<file path="src/rtl/dice_roller.sv">
// dice_roller: five-die value generator with a timed tumbling animation.
// Unheld dice reload from a free-running 16-bit Galois LFSR on every animation
// tick while rolling. The block allows at most three rolls per turn.
// All outputs are registered; there is no combinational input-to-output path.

module dice_roller #(
  parameter int TICK_DIV    = 2_500_000,
  parameter int ROLL_CYCLES = 24
) (
  input  logic       clk,
  input  logic       reset,
  input  logic       roll_req,
  input  logic [4:0] hold,
  input  logic       new_turn,
  output logic [2:0] d1,
  output logic [2:0] d2,
  output logic [2:0] d3,
  output logic [2:0] d4,
  output logic [2:0] d5,
  output logic       rolling,
  output logic       roll_done,
  output logic [1:0] roll_count
);

  // Counter widths. Each counter is at least one bit wide, even when a
  // parameter is 1.
  localparam int TW = (TICK_DIV > 1) ? $clog2(TICK_DIV) : 1;
  localparam int AW = (ROLL_CYCLES > 1) ? $clog2(ROLL_CYCLES + 1) : 1;

  localparam logic [TW-1:0] TICK_LAST = TW'(TICK_DIV - 1);
  localparam logic [TW-1:0] TICK_ZERO = TW'(0);
  localparam logic [TW-1:0] TICK_ONE  = TW'(1);
  localparam logic [AW-1:0] ANIM_LOAD = AW'(ROLL_CYCLES);
  localparam logic [AW-1:0] ANIM_ONE  = AW'(1);

  localparam logic [15:0] LFSR_SEED = 16'hACE1;
  localparam logic [15:0] LFSR_MASK = 16'hB400;
  localparam logic [1:0]  COUNT_MAX = 2'd3;

  typedef enum logic [0:0] {
    IDLE = 1'b0,
    ROLL = 1'b1
  } state_t;

  // Galois step: shift right, fold the tap mask back in when a one falls out.
  // A non-zero state never maps to zero, so the register stays out of the lock-up state.
  function automatic logic [15:0] lfsr_step(input logic [15:0] cur);
    logic [15:0] shifted;
    shifted = {1'b0, cur[15:1]};
    if (cur[0]) begin
      lfsr_step = shifted ^ LFSR_MASK;
    end else begin
      lfsr_step = shifted;
    end
  endfunction

  // Map a 3-bit random slice onto a die face. The values 6 and 7 fold onto 1 and 2.
  function automatic logic [2:0] map_die(input logic [2:0] r);
    case (r)
      3'd6:    map_die = 3'd1;
      3'd7:    map_die = 3'd2;
      default: map_die = r + 3'd1;
    endcase
  endfunction

  state_t          state_r,  state_s;
  logic [15:0]     lfsr_r,   lfsr_s;
  logic [TW-1:0]   tick_r,   tick_s;
  logic [AW-1:0]   anim_r,   anim_s;
  logic [4:0]      hold_r,   hold_s;
  logic [1:0]      count_r,  count_s;
  logic            done_r,   done_s;
  logic            rolling_r, rolling_s;
  logic [4:0][2:0] die_r,    die_s;

  // Next-state logic for the roll FSM, the counters, the dice and the LFSR.
  always_comb begin
    state_s = state_r;
    lfsr_s  = lfsr_step(lfsr_r);
    tick_s  = tick_r;
    anim_s  = anim_r;
    hold_s  = hold_r;
    count_s = count_r;
    done_s  = 1'b0;
    die_s   = die_r;

    case (state_r)
      IDLE: begin
        if (new_turn) begin
          // new_turn has priority over a same-cycle roll request.
          count_s = 2'd0;
        end else if (roll_req && (count_r != COUNT_MAX)) begin
          // The first roll of a turn rolls every die, whatever the hold mask says.
          if (count_r != 2'd0) begin
            hold_s = hold;
          end else begin
            hold_s = 5'b00000;
          end
          anim_s  = ANIM_LOAD;
          tick_s  = TICK_ZERO;
          state_s = ROLL;
        end else begin
          state_s = IDLE;
        end
      end

      ROLL: begin
        if (tick_r == TICK_LAST) begin
          tick_s = TICK_ZERO;
          for (int k = 0; k < 5; k++) begin
            if (hold_r[k]) begin
              die_s[k] = die_r[k];
            end else begin
              die_s[k] = map_die(lfsr_r[3*k +: 3]);
            end
          end
          if (anim_r == ANIM_ONE) begin
            // This is the last tick: the dice settle and the roll is counted.
            state_s = IDLE;
            done_s  = 1'b1;
            if (count_r == COUNT_MAX) begin
              count_s = COUNT_MAX;
            end else begin
              count_s = count_r + 2'd1;
            end
          end else begin
            anim_s = anim_r - ANIM_ONE;
          end
        end else begin
          tick_s = tick_r + TICK_ONE;
        end
      end

      default: begin
        state_s = IDLE;
      end
    endcase

    rolling_s = (state_s == ROLL);
  end

  // State register. Reset aborts any roll in progress and restores the power-up dice.
  always_ff @(posedge clk or posedge reset) begin
    if (reset) begin
      state_r   <= IDLE;
      lfsr_r    <= LFSR_SEED;
      tick_r    <= TICK_ZERO;
      anim_r    <= {AW{1'b0}};
      hold_r    <= 5'b00000;
      count_r   <= 2'd0;
      done_r    <= 1'b0;
      rolling_r <= 1'b0;
      die_r     <= {5{3'd1}};
    end else begin
      state_r   <= state_s;
      lfsr_r    <= lfsr_s;
      tick_r    <= tick_s;
      anim_r    <= anim_s;
      hold_r    <= hold_s;
      count_r   <= count_s;
      done_r    <= done_s;
      rolling_r <= rolling_s;
      die_r     <= die_s;
    end
  end

  assign d1         = die_r[0];
  assign d2         = die_r[1];
  assign d3         = die_r[2];
  assign d4         = die_r[3];
  assign d5         = die_r[4];
  assign rolling    = rolling_r;
  assign roll_done  = done_r;
  assign roll_count = count_r;

endmodule
</file>
<file path="config.mk">
export PLATFORM = sky130hd
export DESIGN_NAME = dice_roller
export DESIGN_NICKNAME = d
export VERILOG_FILES = /design/src/rtl/dice_roller.sv
export SDC_FILE = /design/constraint.sdc
export NUM_CORES = 1
export LEC_CHECK = 0
export ABC_AREA = 1
export CAP_MARGIN = 0
export CORE_UTILIZATION = 55
export CTS_BUF_LIST = sky130_fd_sc_hd__clkbuf_2
export DETAILED_ROUTE_END_ITERATION = 16
export PLACE_DENSITY = 0.79
export SLEW_MARGIN = 20
export SYNTH_ARGS = -nofsm -noshare
export SYNTH_HDL_FRONTEND = slang
export SYNTH_SLANG_ARGS = --single-unit
</file>
<file path="constraint.sdc">
create_clock -name clk -period 2.1 [get_ports clk]
set_clock_uncertainty 0.2 [all_clocks]
set_input_delay 0.42 -clock clk [delete_from_list [all_inputs] [get_ports clk]]
set_output_delay 0.42 -clock clk [all_outputs]
set_load 0.05 [all_outputs]
</file>
; Yosys cells after proc, flatten, opt, wreduce, memory -nomap -nowiden
; Cells that the tools add are included.
[totals]
out_inout_bits = 19
elab_cells = 88
regBits = 67
input_bits = 9
[classes]
n_addsub = 8
eq_ne = 20
bitwise = 8
n_mux = 29
n_reduce_logical = 11
[op_table]
columns = op, n
row1 = $mux W22, 3
row2 = $pmux W22 S2, 1
row3 = $eq A3 B3 Y1 const B, 10
row4 = $pmux W3 S2, 5
row5 = $mux W5, 5
row6 = $add A22 B1 Y22 const B, 1
row7 = $eq A22 B22 Y1 const B, 1
row8 = $reduce_and A3 Y1, 7
row9 = $mux W16, 1
row10 = $add A3 B1 Y3 const B, 5
row11 = $ne A2 B2 Y1 const B, 5
row12 = $pmux W5 S2, 1
row13 = $mux W2, 4
row14 = $mux W1, 7
row15 = $not A1 Y1, 7
row16 = $eq A5 B1 Y1 const B, 1
row17 = $sub A5 B1 Y5 const B, 1
row18 = $ne A2 B1 Y1 const B, 2
row19 = $not A3 Y4, 1
row20 = $pmux W2 S2, 1
row21 = $reduce_and A4 Y1, 1
row22 = $add A2 B1 Y2 const B, 1
row23 = $eq A2 B2 Y1 const B, 1
row24 = $pmux W1 S2, 1
row25 = 3 further kinds, 3

; Depth between registers and ports, before layout
; Gate-level depths: netlist of the first run.
[logic_depth]
ltp_word = 5
mapped_depth = 10

; Worst setup path before layout of the first run
; No wires, ideal clock.
[synth_path]
path_type = register to register
from = reg, netlist name rolling
to = reg die_r (netlist bit d4[2])
required_time_ns = 1.782
period_less_slack_ns = 1.793
arrival_ns = 1.475
path_buffers = 1
setup_slack_ns = 0.307
stages_incl_launch_ff = 7
cell_sequence = dfrtp_1 -> inv_2 -> buf_2 -> nor2_1 -> nand3_1 -> nand2_1 -> nand2_1
[synth_rtl]
columns = item, line_no
row1 = end signal: assignment, 153  ; die_r <= {5{3'd1}};
row2 = end signal: assignment, 163  ; die_r <= die_s;
row3 = end: declaration, 74  ; logic [4:0][2:0] die_r, die_s;

; Worst setup path after layout of the first run
[layout_path]
from = reg rolling_r, in the netlist rolling
to = out rolling
[layout_rtl]
columns = item, line_no
row1 = start: declaration, 73  ; logic rolling_r, rolling_s;
row2 = start signal: assignment, 162  ; rolling_r <= rolling_s;
row3 = end: declaration, 20  ; output logic rolling,
; No word-level cell between the ends.

==> summary.txt, run 1 <==
Detailed routing
  – Drt wl/cell: 14.0 microns
  – DRT Pass-1 Iters: 5
  – Via count: around 3,300
  – Initial DRC count: 259
  – # DRC: 0
  – Vias per cell: around 5.5
  – Detail Route Antenna Nets: 0
  – DRT Wirelength: 8490 microns

CTS
  – CTS Buf Count: 9
  – CTS clk-pin slew, worst paths: approximately 0.20 ns
  – Root Buffer: clkbuf_2
  – Post-CTS setup buffer count: 0
  – CTS max path bufs: 2
  – CTS tree: done
  – Cts hold-fix bufs: 0
  – H-tree depth: 3
  – CTS resizes: 0
  – Clock sink total: 67
  – Latest clock arrival within the worst-skew pair: ~0.5 ns

Critical path
  – Crit Path Class: reg -> out
  – Critical path buffer and inverter count: 2
  – Critical Path Fanout Max: 15
  – Worst path cell trace: buf_4 -> buf_12
  – CP max-delay cell: dfrtp_1
  – Reg2Reg Depth: 10
  – Worst endpoint required time: approximately 1.5 ns
  – CP startpoint kind: register
  – FF-to-FF Start: tick_r[1]$_DFFE_PP0P_
  – Crit path DAT: about 1.3 ns
  – Slowest stage delay, CP: approximately 0.40 ns
  – Crit path max-delay family: buffers and inverters
  – Setup slack, reg-to-reg: between 0.15 and 0.2 ns
  – Crit path from: rolling$_DFF_PP0_
  – CP Capture Type: output port
  – R2R Path End: anim_r[0]$_DFFE_PP0P_

Finish
  – Layout net count: ~550
  – Flip-flop and latch area: roughly 1700 sq um
  – Fraction of layout cells with a size suffix above 1: 0.157
  – Final core utilization: 0.658
  – Multi-input gate area in the final layout: 1770 sq um
  – Diode count: 0
  – Filler cells: 570
  – Area growth, synth to finish: 13.8%

Floorplanning
  – Die Span Y: 84.4 microns
  – Core area: 6460 sq um
  – Die width: ~84 microns
  – Ports: 28
  – Initial Util: 0.579
  – Die area: 7130 sq um
  – FP Rows: 29

Synth
  – Seq/Total Area, Yosys: 0.453
  – Synth area leaders: dfrtp_1 (36%), nand2_1 (14%), dfstp_2 (9.1%)
  – Area leader, netlist: dfrtp_1
  – Mapped Cells: 479
  – Syn Area/Cell: 7.80 sq um
  – Warnings from Yosys: 0
  – Yosys top cell area share: 0.361
  – Unique masters post-synth: 28
  – Mapped Area: between 3000 and 4000 sq um
  – Synthesis-stage register bit count: 67
  – Syn_nets: 506

STA
  – Final Hold Viols: 0
  – RSZ-0062 raised after global routing: false
  – Worst slew margin: 0.698
  – Fin crit share: 0.932
  – Fmax: 511 MHz
  – Final Max Slew Viols: 0
  – Final setup viols: 0
  – Minimum clock period: between 1.5 and 2 ns
  – Setup TNS: 0 ns
  – Measured slew at the worst slew-check pin: around 0.45 ns

Power
  – Total power: about 2.1 mW
  – VDD IR-drop max: 454 uV
  – Power Density: 501 nW/um^2
  – Lkg Pwr: around 2.2 nW

Place
  – DP Wirelength: approximately 6300 microns
  – IO Port Bufs: 27
  – GPL Wtd Cong: between 0.9 and 1

Min path
  – HP Class: in -> async

Run status
  – Run status: finished clean

Global routing
  – First-pass GRT wire length: approximately 15,000 microns
  – Vias in the first global route: between 3,000 and 4,000
  – Largest net degree at the start of global routing: 29
  – Initial antenna violation count: 0
  – Overall Global Routing Usage: 0.262
  – Remaining global-route overflow: 0

Flow run
  – Max Cap Viol: 0
kinds of logic (layout without fill, tap and decap cells):
kind of cell | after synthesis | in the layout | share of synthesized area
AOI/OAI and AO/OA | 35 | 35 | 0.0502
xor gates and xnor gates | 11 | 11 | 0.0258
adders and majority gates | 18 | 18 | 0.0602
buffers and inverters | 67 | 115 | 0.0756
DFF | 67 | 67 | 0.453
and+or+nand+nor | 281 | 281 | 0.335
layer usage:
metal	global-route usage	up-vias	wire length, microns
met2	0.432	114	3990
li1	-	1615	-
met1	0.341	1573	3850
met3	0.0551	20	452
met5	0	-	0
met4	0.105	0	183
how the worst max path moves through the flow:
stage,to,cells past startpoint
after floorplan,d4[2]$_DFFE_PP0P_,6
after global placement,tick_r[2]$_DFFE_PP0P_,7
after detailed placement,tick_r[0]$_DFFE_PP0P_,7
after CTS,rolling,2
after global routing,anim_r[0]$_DFFE_PP0P_,10
final,rolling,2
state kept, by name (all words and copies together) (netlist names):
name,count
tick_r,22
d5,3
roll_count,2
rolling,1
d1,3
anim_r,5
d3,3
roll_done,1
lfsr_r,16
d4,3
d2,3
hold_r,5
metrics by stage:
step	hold WS, ns	area [sq um]	std cells	setup slack, ns
3_3_place_gp	0.168	4140	588	0.128
5_1_grt	0.0418	4250	604	0.00815
6_report	0.0326	4250	604	0.143
4_1_cts	0.0299	4250	604	0.111
3_5_place_dp	0.176	4140	588	0.0901
2_1_floorplan	0.164	3740	479	0.307
cell usage in the layout (no fill, tap or decap), types with 8 or more instances in the layout:
cell type	n
clkbuf_2	10
nor2_1	57
nand4_1	18
inv_1	53
buf_4	29
xor2_1	10
dfstp_2	13
nand2_1	143
dfrtp_1	54
clkdlybuf4s50_1	8
ha_1	18
nand3_1	47
o21ai_0	25
final cells by class:
cell class	instances	area share
clock buffers	10	0.0118
repair buffers	40	0.0841
flip-flops and latches	67	0.398
well taps	77	0.0227
inverters	59	0.0530
clock inverters	6	0.0150
multi-input cells	345	0.415
report_power, final:
part	switching (mW)	internal (mW)
registers	0.00255	1.30
logic	0.0370	0.0248
clock network	0.491	0.279
synthesized netlist by cell type:
cell,count
nand2_1,143
nor2_1,57
dfrtp_1,54
inv_1,54
nand3_1,47
o21ai_0,25
ha_1,18
nand4_1,18
dfstp_2,13
xor2_1,10
nor2_4,5
buf_2,4
inv_2,4
o22ai_1,4
a21oi_1,3
nand2_2,3
nor2_2,3
buf_6,2
nor3_2,2
o31ai_1,2
a21boi_0,1
buf_8,1
clkbuf_1,1
clkinv_1,1
nand2_4,1
nand3_4,1
nand4_2,1
xnor2_1,1
(Power assumes the default switching activity.)
==> run 2: changes to the inputs <==
Settings changed: CORE_ASPECT_RATIO set to 1.2, CTS_CLUSTER_SIZE set to 28.
==> run 2 against run 1 <==
Effect of this change:
- non-clock buffer count decreased by 1
- utilization decreased by 0.20 points
- maximum frequency decreased by 2.4%
- die area about the same
- worst setup slack got worse by 0.048 ns
- hold slack improved by 0.16 ns
- combinational power decreased by 3%
- sequential share of layout area about the same
- critical path depth unchanged
==> summary.txt, run 2 (synthesis results as in run 1) <==
Detailed routing
  – Initial DRC count: roughly 240
  – Drt wl/cell: 13.7 microns
  – Via count: roughly 3,300
  – DRT Wirelength: between 8000 and 9000 microns
  – Vias per cell: 5.37
  – DRT Pass-1 Iters: 4
  – Detail Route Antenna Nets: 0
  – # DRC: 0

Place
  – IO Port Bufs: 27
  – Pre-CTS WS: about 0.11 ns
  – DP Wirelength: between 6000 and 7000 microns
  – GPL Wtd Cong: roughly 0.88

CTS
  – Latest clock arrival within the worst-skew pair: approximately 0.55 ns
  – Clock sink total: 67
  – CTS clk-pin slew, worst paths: 0.21 ns
  – CTS Buf Count: 9
  – CTS max path bufs: 2
  – Root Buffer: clkbuf_2
  – H-tree depth: 3
  – CTS tree: done

Finish
  – Max reg flops: 22
  – Top flop regs: tick_r: 22 flops, lfsr_r: 16 flops
  – Area growth, synth to finish: 13.9%
  – Commonest non-fill, non-tap cells in the layout: nand2_1 (143), nor2_1 (57), dfrtp_1 (54)
  – Fraction of layout cells with a size suffix above 1: 0.152
  – Commonest non-fill, non-tap cell in the layout: nand2_1
  – Diode count: 0
  – Layout net count: 548
  – Biggest register: tick_r
  – Final core utilization: 0.656

Min path
  – Hold Path Sink: lfsr_r[5]$_DFF_PP1_
  – Hold Crit Depth: 0
  – Hold_sp: lfsr_r[6]$_DFF_PP1_
  – HP Class: reg -> reg

Critical path
  – Setup slack, reg-to-reg: 0.20 ns
  – Crit Path Class: reg -> out
  – FF-to-FF Start: tick_r[1]$_DFFE_PP0P_
  – Crit path DAT: 1.38 ns
  – Reg2Reg Depth: 10
  – Critical Path Fanout Max: 15
  – Worst endpoint required time: about 1.5 ns
  – CP startpoint kind: register
  – CP Capture Type: output port
  – R2R Path End: anim_r[0]$_DFFE_PP0P_

Floorplanning
  – Die area: 7130 sq um
  – FP Rows: 32
  – Die width: 77.3 microns
  – Ports: 28
  – Initial Util: 0.576
  – Core area: around 6500 sq um
  – Die Span Y: between 90 and 100 microns

Power
  – Sw frac: 0.262
  – Internal: about 1.6 mW
  – Lkg Pwr: between 2 and 2.5 nW
  – Total power: 2.17 mW
  – Power Density: around 510 nW/um^2
  – Sw Pwr: 0.569 mW
  – VDD IR-drop max: 460 uV
  – Comb pwr share: 0.028
  – Seq pwr share: 0.600
  – Clock Power Share: 0.373

Global routing
  – First-pass GRT wire length: 14,700 microns
  – Remaining global-route overflow: 0
  – Largest net degree at the start of global routing: 32
  – Overall Global Routing Usage: 0.267
  – Vias in the first global route: between 3,000 and 4,000
  – Initial antenna violation count: 0

STA
  – Final Max Slew Viols: 0
  – Final setup viols: 0
  – Post-layout worst setup margin: about 0.096 ns
  – Fmax: 499 MHz
  – Worst slew margin: 0.726
  – Fin crit share: 0.955
  – Measured slew at the worst slew-check pin: 0.411 ns
  – Final Hold Viols: 0
  – Setup TNS: 0 ns
  – RSZ-0062 raised after global routing: false
  – Minimum clock period: 2.00 ns

Flow run
  – Max Cap Viol: 0

Run status
  – Run status: finished clean
## run 2: cell type report
cell class | instances | area [sq um]
fill | 576 | 2230
multi-input combinational | 345 | 1760
sequential | 67 | 1690
timing repair buffer | 39 | 350
inverter | 59 | 225
tap | 85 | 106
clock inverter | 7 | 75.1
clock buffer | 9 | 45.0
## run 2: power by group through the flow
stage	logic (mW)	registers, mW	clock network, mW
after floorplan	0.0293	1.32	0
after global placement	0.0597	1.32	0
after detailed placement	0.0608	1.32	0
after CTS	0.0622	1.30	0.818
after global routing	0.0696	1.30	0.895
final	0.0600	1.30	0.808
## run 2: worst max path at each step
stage | from | endpoint | depth (start not counted)
finish | rolling$_DFF_PP0_ | rolling | 2
global route | rolling$_DFF_PP0_ | rolling | 2
CTS | roll_done$_DFF_PP0_ | roll_done | 1
detailed placement | roll_req | tick_r[2]$_DFFE_PP0P_ | 7
global placement | roll_req | tick_r[2]$_DFFE_PP0P_ | 7
floorplan | rolling$_DFF_PP0_ | d4[2]$_DFFE_PP0P_ | 6
## run 2: repair_timing
action / in CTS / in global routing
buffers inserted: 0 / 0
hold buffers: 1 / 0
hold endpoints to repair: 10 / 0
setup endpoints to repair: 1 / 1
resized for setup: 1 / 2
## run 2: through the flow
| stage | hold WS (ns) | instance area (sq um) | instances |
|---|---|---|---|
| 2_1_floorplan | 0.164 | 3740 | 479 |
| 3_3_place_gp | 0.169 | 4130 | 594 |
| 3_5_place_dp | 0.170 | 4130 | 594 |
| 4_1_cts | 0.193 | 4260 | 611 |
| 5_1_grt | 0.195 | 4260 | 611 |
| 6_report | 0.195 | 4260 | 611 |
## run 2: critical path: stages, from the launching register on
cell,delay [ns]
dfrtp_1,0.41
buf_4,0.26
buf_12,0.17
## run 2: per-layer routing
metal,up-vias,GRT usage,routed length (microns)
li1,1616,-,-
met1,1540,0.326,3560
met2,95,0.447,4200
met3,29,0.0591,357
met4,0,0.124,239
met5,-,0,0
==> run 3: changes to the inputs <==
Settings changed: SKIP_CTS_REPAIR_TIMING set to 1.
==> run 3 against run 2 <==
Effect of this change:
- cell count is the same
- wire length is essentially flat
- worst setup slack is essentially flat
- sequential power is essentially flat
- sequential cell count is the same
- critical path type unchanged
- largest cell class unchanged
==> summary.txt, run 3 (synthesis results as in run 1) <==
Run status
  – Run status: finished clean

STA
  – Final Hold Viols: 0
  – Post-layout worst setup margin: approximately 0.096 ns
  – RSZ-0062 raised after global routing: false
  – Measured slew at the worst slew-check pin: roughly 0.50 ns
  – Minimum clock period: approximately 2 ns
  – Fmax: approximately 500 MHz
  – Final Max Slew Viols: 0
  – Worst slew margin: 0.666
  – Fin crit share: 0.954
  – Final setup viols: 0

Critical path
  – Critical Path Fanout Max: 15
  – Crit path DAT: approximately 1.4 ns
  – CP Capture Type: output port
  – FF-to-FF Start: tick_r[1]$_DFFE_PP0P_
  – Worst endpoint required time: ~1.5 ns
  – Crit path from: rolling$_DFF_PP0_
  – Setup slack, reg-to-reg: about 0.20 ns
  – R2R Path End: anim_r[0]$_DFFE_PP0P_
  – Crit Path Class: reg -> out
  – CP startpoint kind: register
  – Reg2Reg Depth: 10

Power
  – Power Density: around 510 nW/um^2
  – Lkg Pwr: approximately 2.2 nW
  – VDD IR-drop max: approximately 460 uV
  – Total power: 2.17 mW

Finish
  – Area growth, synth to finish: 14.1%
  – Top flop regs: tick_r: 22 flops, lfsr_r: 16 flops
  – Filler cells: 574
  – Flip-flop and latch area: between 1500 and 2000 sq um
  – Multi-input gate area in the final layout: between 1500 and 2000 sq um
  – Max reg flops: 22
  – Commonest non-fill, non-tap cells in the layout: nand2_1 (143), nor2_1 (57), dfrtp_1 (54)
  – Layout net count: roughly 550
  – Fraction of layout cells with a size suffix above 1: 0.150
  – Commonest non-fill, non-tap cell in the layout: nand2_1
  – Diode count: 0
  – Biggest register: tick_r
  – Fin cells: about 610
  – Finished Cell Area: between 4000 and 5000 sq um

Flow run
  – Max Cap Viol: 0

CTS
  – Clock sink total: 67
  – CTS clk-pin slew, worst paths: 0.21 ns
  – CTS Buf Count: 9
  – H-tree depth: 3
  – Latest clock arrival within the worst-skew pair: between 0.5 and 0.6 ns
  – CTS tree: done
  – CTS max path bufs: 2
  – Root Buffer: clkbuf_2

Place
  – DP Wirelength: 6200 microns
  – GPL Wtd Cong: slightly below 0.9
  – Dpl cell area: 4130 sq um
  – Pre-CTS WS: 0.111 ns
  – DP Cell Count: approximately 590
  – IO Port Bufs: 27

Min path
  – Hold_sp: lfsr_r[6]$_DFF_PP1_
  – Hold Crit Depth: 0
  – Hold Path Sink: lfsr_r[5]$_DFF_PP1_
  – HP Class: reg -> reg

Global routing
  – Vias in the first global route: ~3,200
  – Largest net degree at the start of global routing: 32
  – Overall Global Routing Usage: 0.266
  – Remaining global-route overflow: 0
  – Initial antenna violation count: 0
  – First-pass GRT wire length: ~15,000 microns

Floorplanning
  – Die width: 77.3 microns
  – Die area: ~7100 sq um
  – Ports: 28
  – Die Span Y: 92.3 microns
  – Initial Util: 0.576
  – Core area: between 6000 and 7000 sq um
  – FP Rows: 32

Detailed routing
  – Via count: approximately 3,300
  – DRT Wirelength: between 8000 and 9000 microns
  – Drt wl/cell: ~14 microns
  – # DRC: 0
  – DRT Pass-1 Iters: 4
  – Vias per cell: approximately 5.4
  – Initial DRC count: ~240
  – Detail Route Antenna Nets: 0
## run 3: cell count changes in the layout (fill, tap and decap cells not counted)
cell / delta
clkbuf_2: -1
dlymetal6s2s_1: +1
## run 3: critical path: stages, from the launching register on
cell and delay, ns:
dfrtp_1 0.41, buf_4 0.25, buf_12 0.17
## run 3: metrics by stage
step                      setup TNS (ns)   util  hold WS, ns
after floorplan                        0      -        0.164
after global placement                 0  0.637        0.169
after detailed placement               0  0.637        0.170
after CTS                         -0.254  0.656      -0.0377
after global routing                   0  0.658        0.195
final                                  0  0.658        0.194
## run 3: layout make-up
type,instances,area share
clock inverters,7,0.0176
well taps,85,0.0249
clock buffers,9,0.0106
flip-flops and latches,67,0.397
inverters,59,0.0528
repair buffers,39,0.0839
multi-input cells,345,0.413
## run 3: metal layers
metal  share of wire  track usage  vias to the layer above  wire [microns]
li1                -            -                     1615               -
met1            0.43        0.326                     1545            3570
met2            0.50        0.445                       95            4200
met3           0.043       0.0591                       29             358
met4           0.029        0.124                        0             239
met5               0            0                        -               0
## run 3: worst max-delay path by stage
stage                             to  slack, ns  depth (start not counted)
4_1_cts                    roll_done      -0.25                          1
3_5_place_dp   tick_r[2]$_DFFE_PP0P_       0.11                          7
2_1_floorplan      d4[2]$_DFFE_PP0P_       0.31                          6
3_3_place_gp   tick_r[2]$_DFFE_PP0P_       0.12                          7
5_1_grt                      rolling       0.04                          2
6_report                     rolling        0.1                          2
## run 3: power breakdown
| group | switching [mW] | internal (mW) | leakage [nW] |
|---|---|---|---|
| combinational | 0.0365 | 0.0236 | 1.25 |
| clock | 0.530 | 0.279 | 0.0649 |
| sequential | 0.00272 | 1.30 | 0.855 |
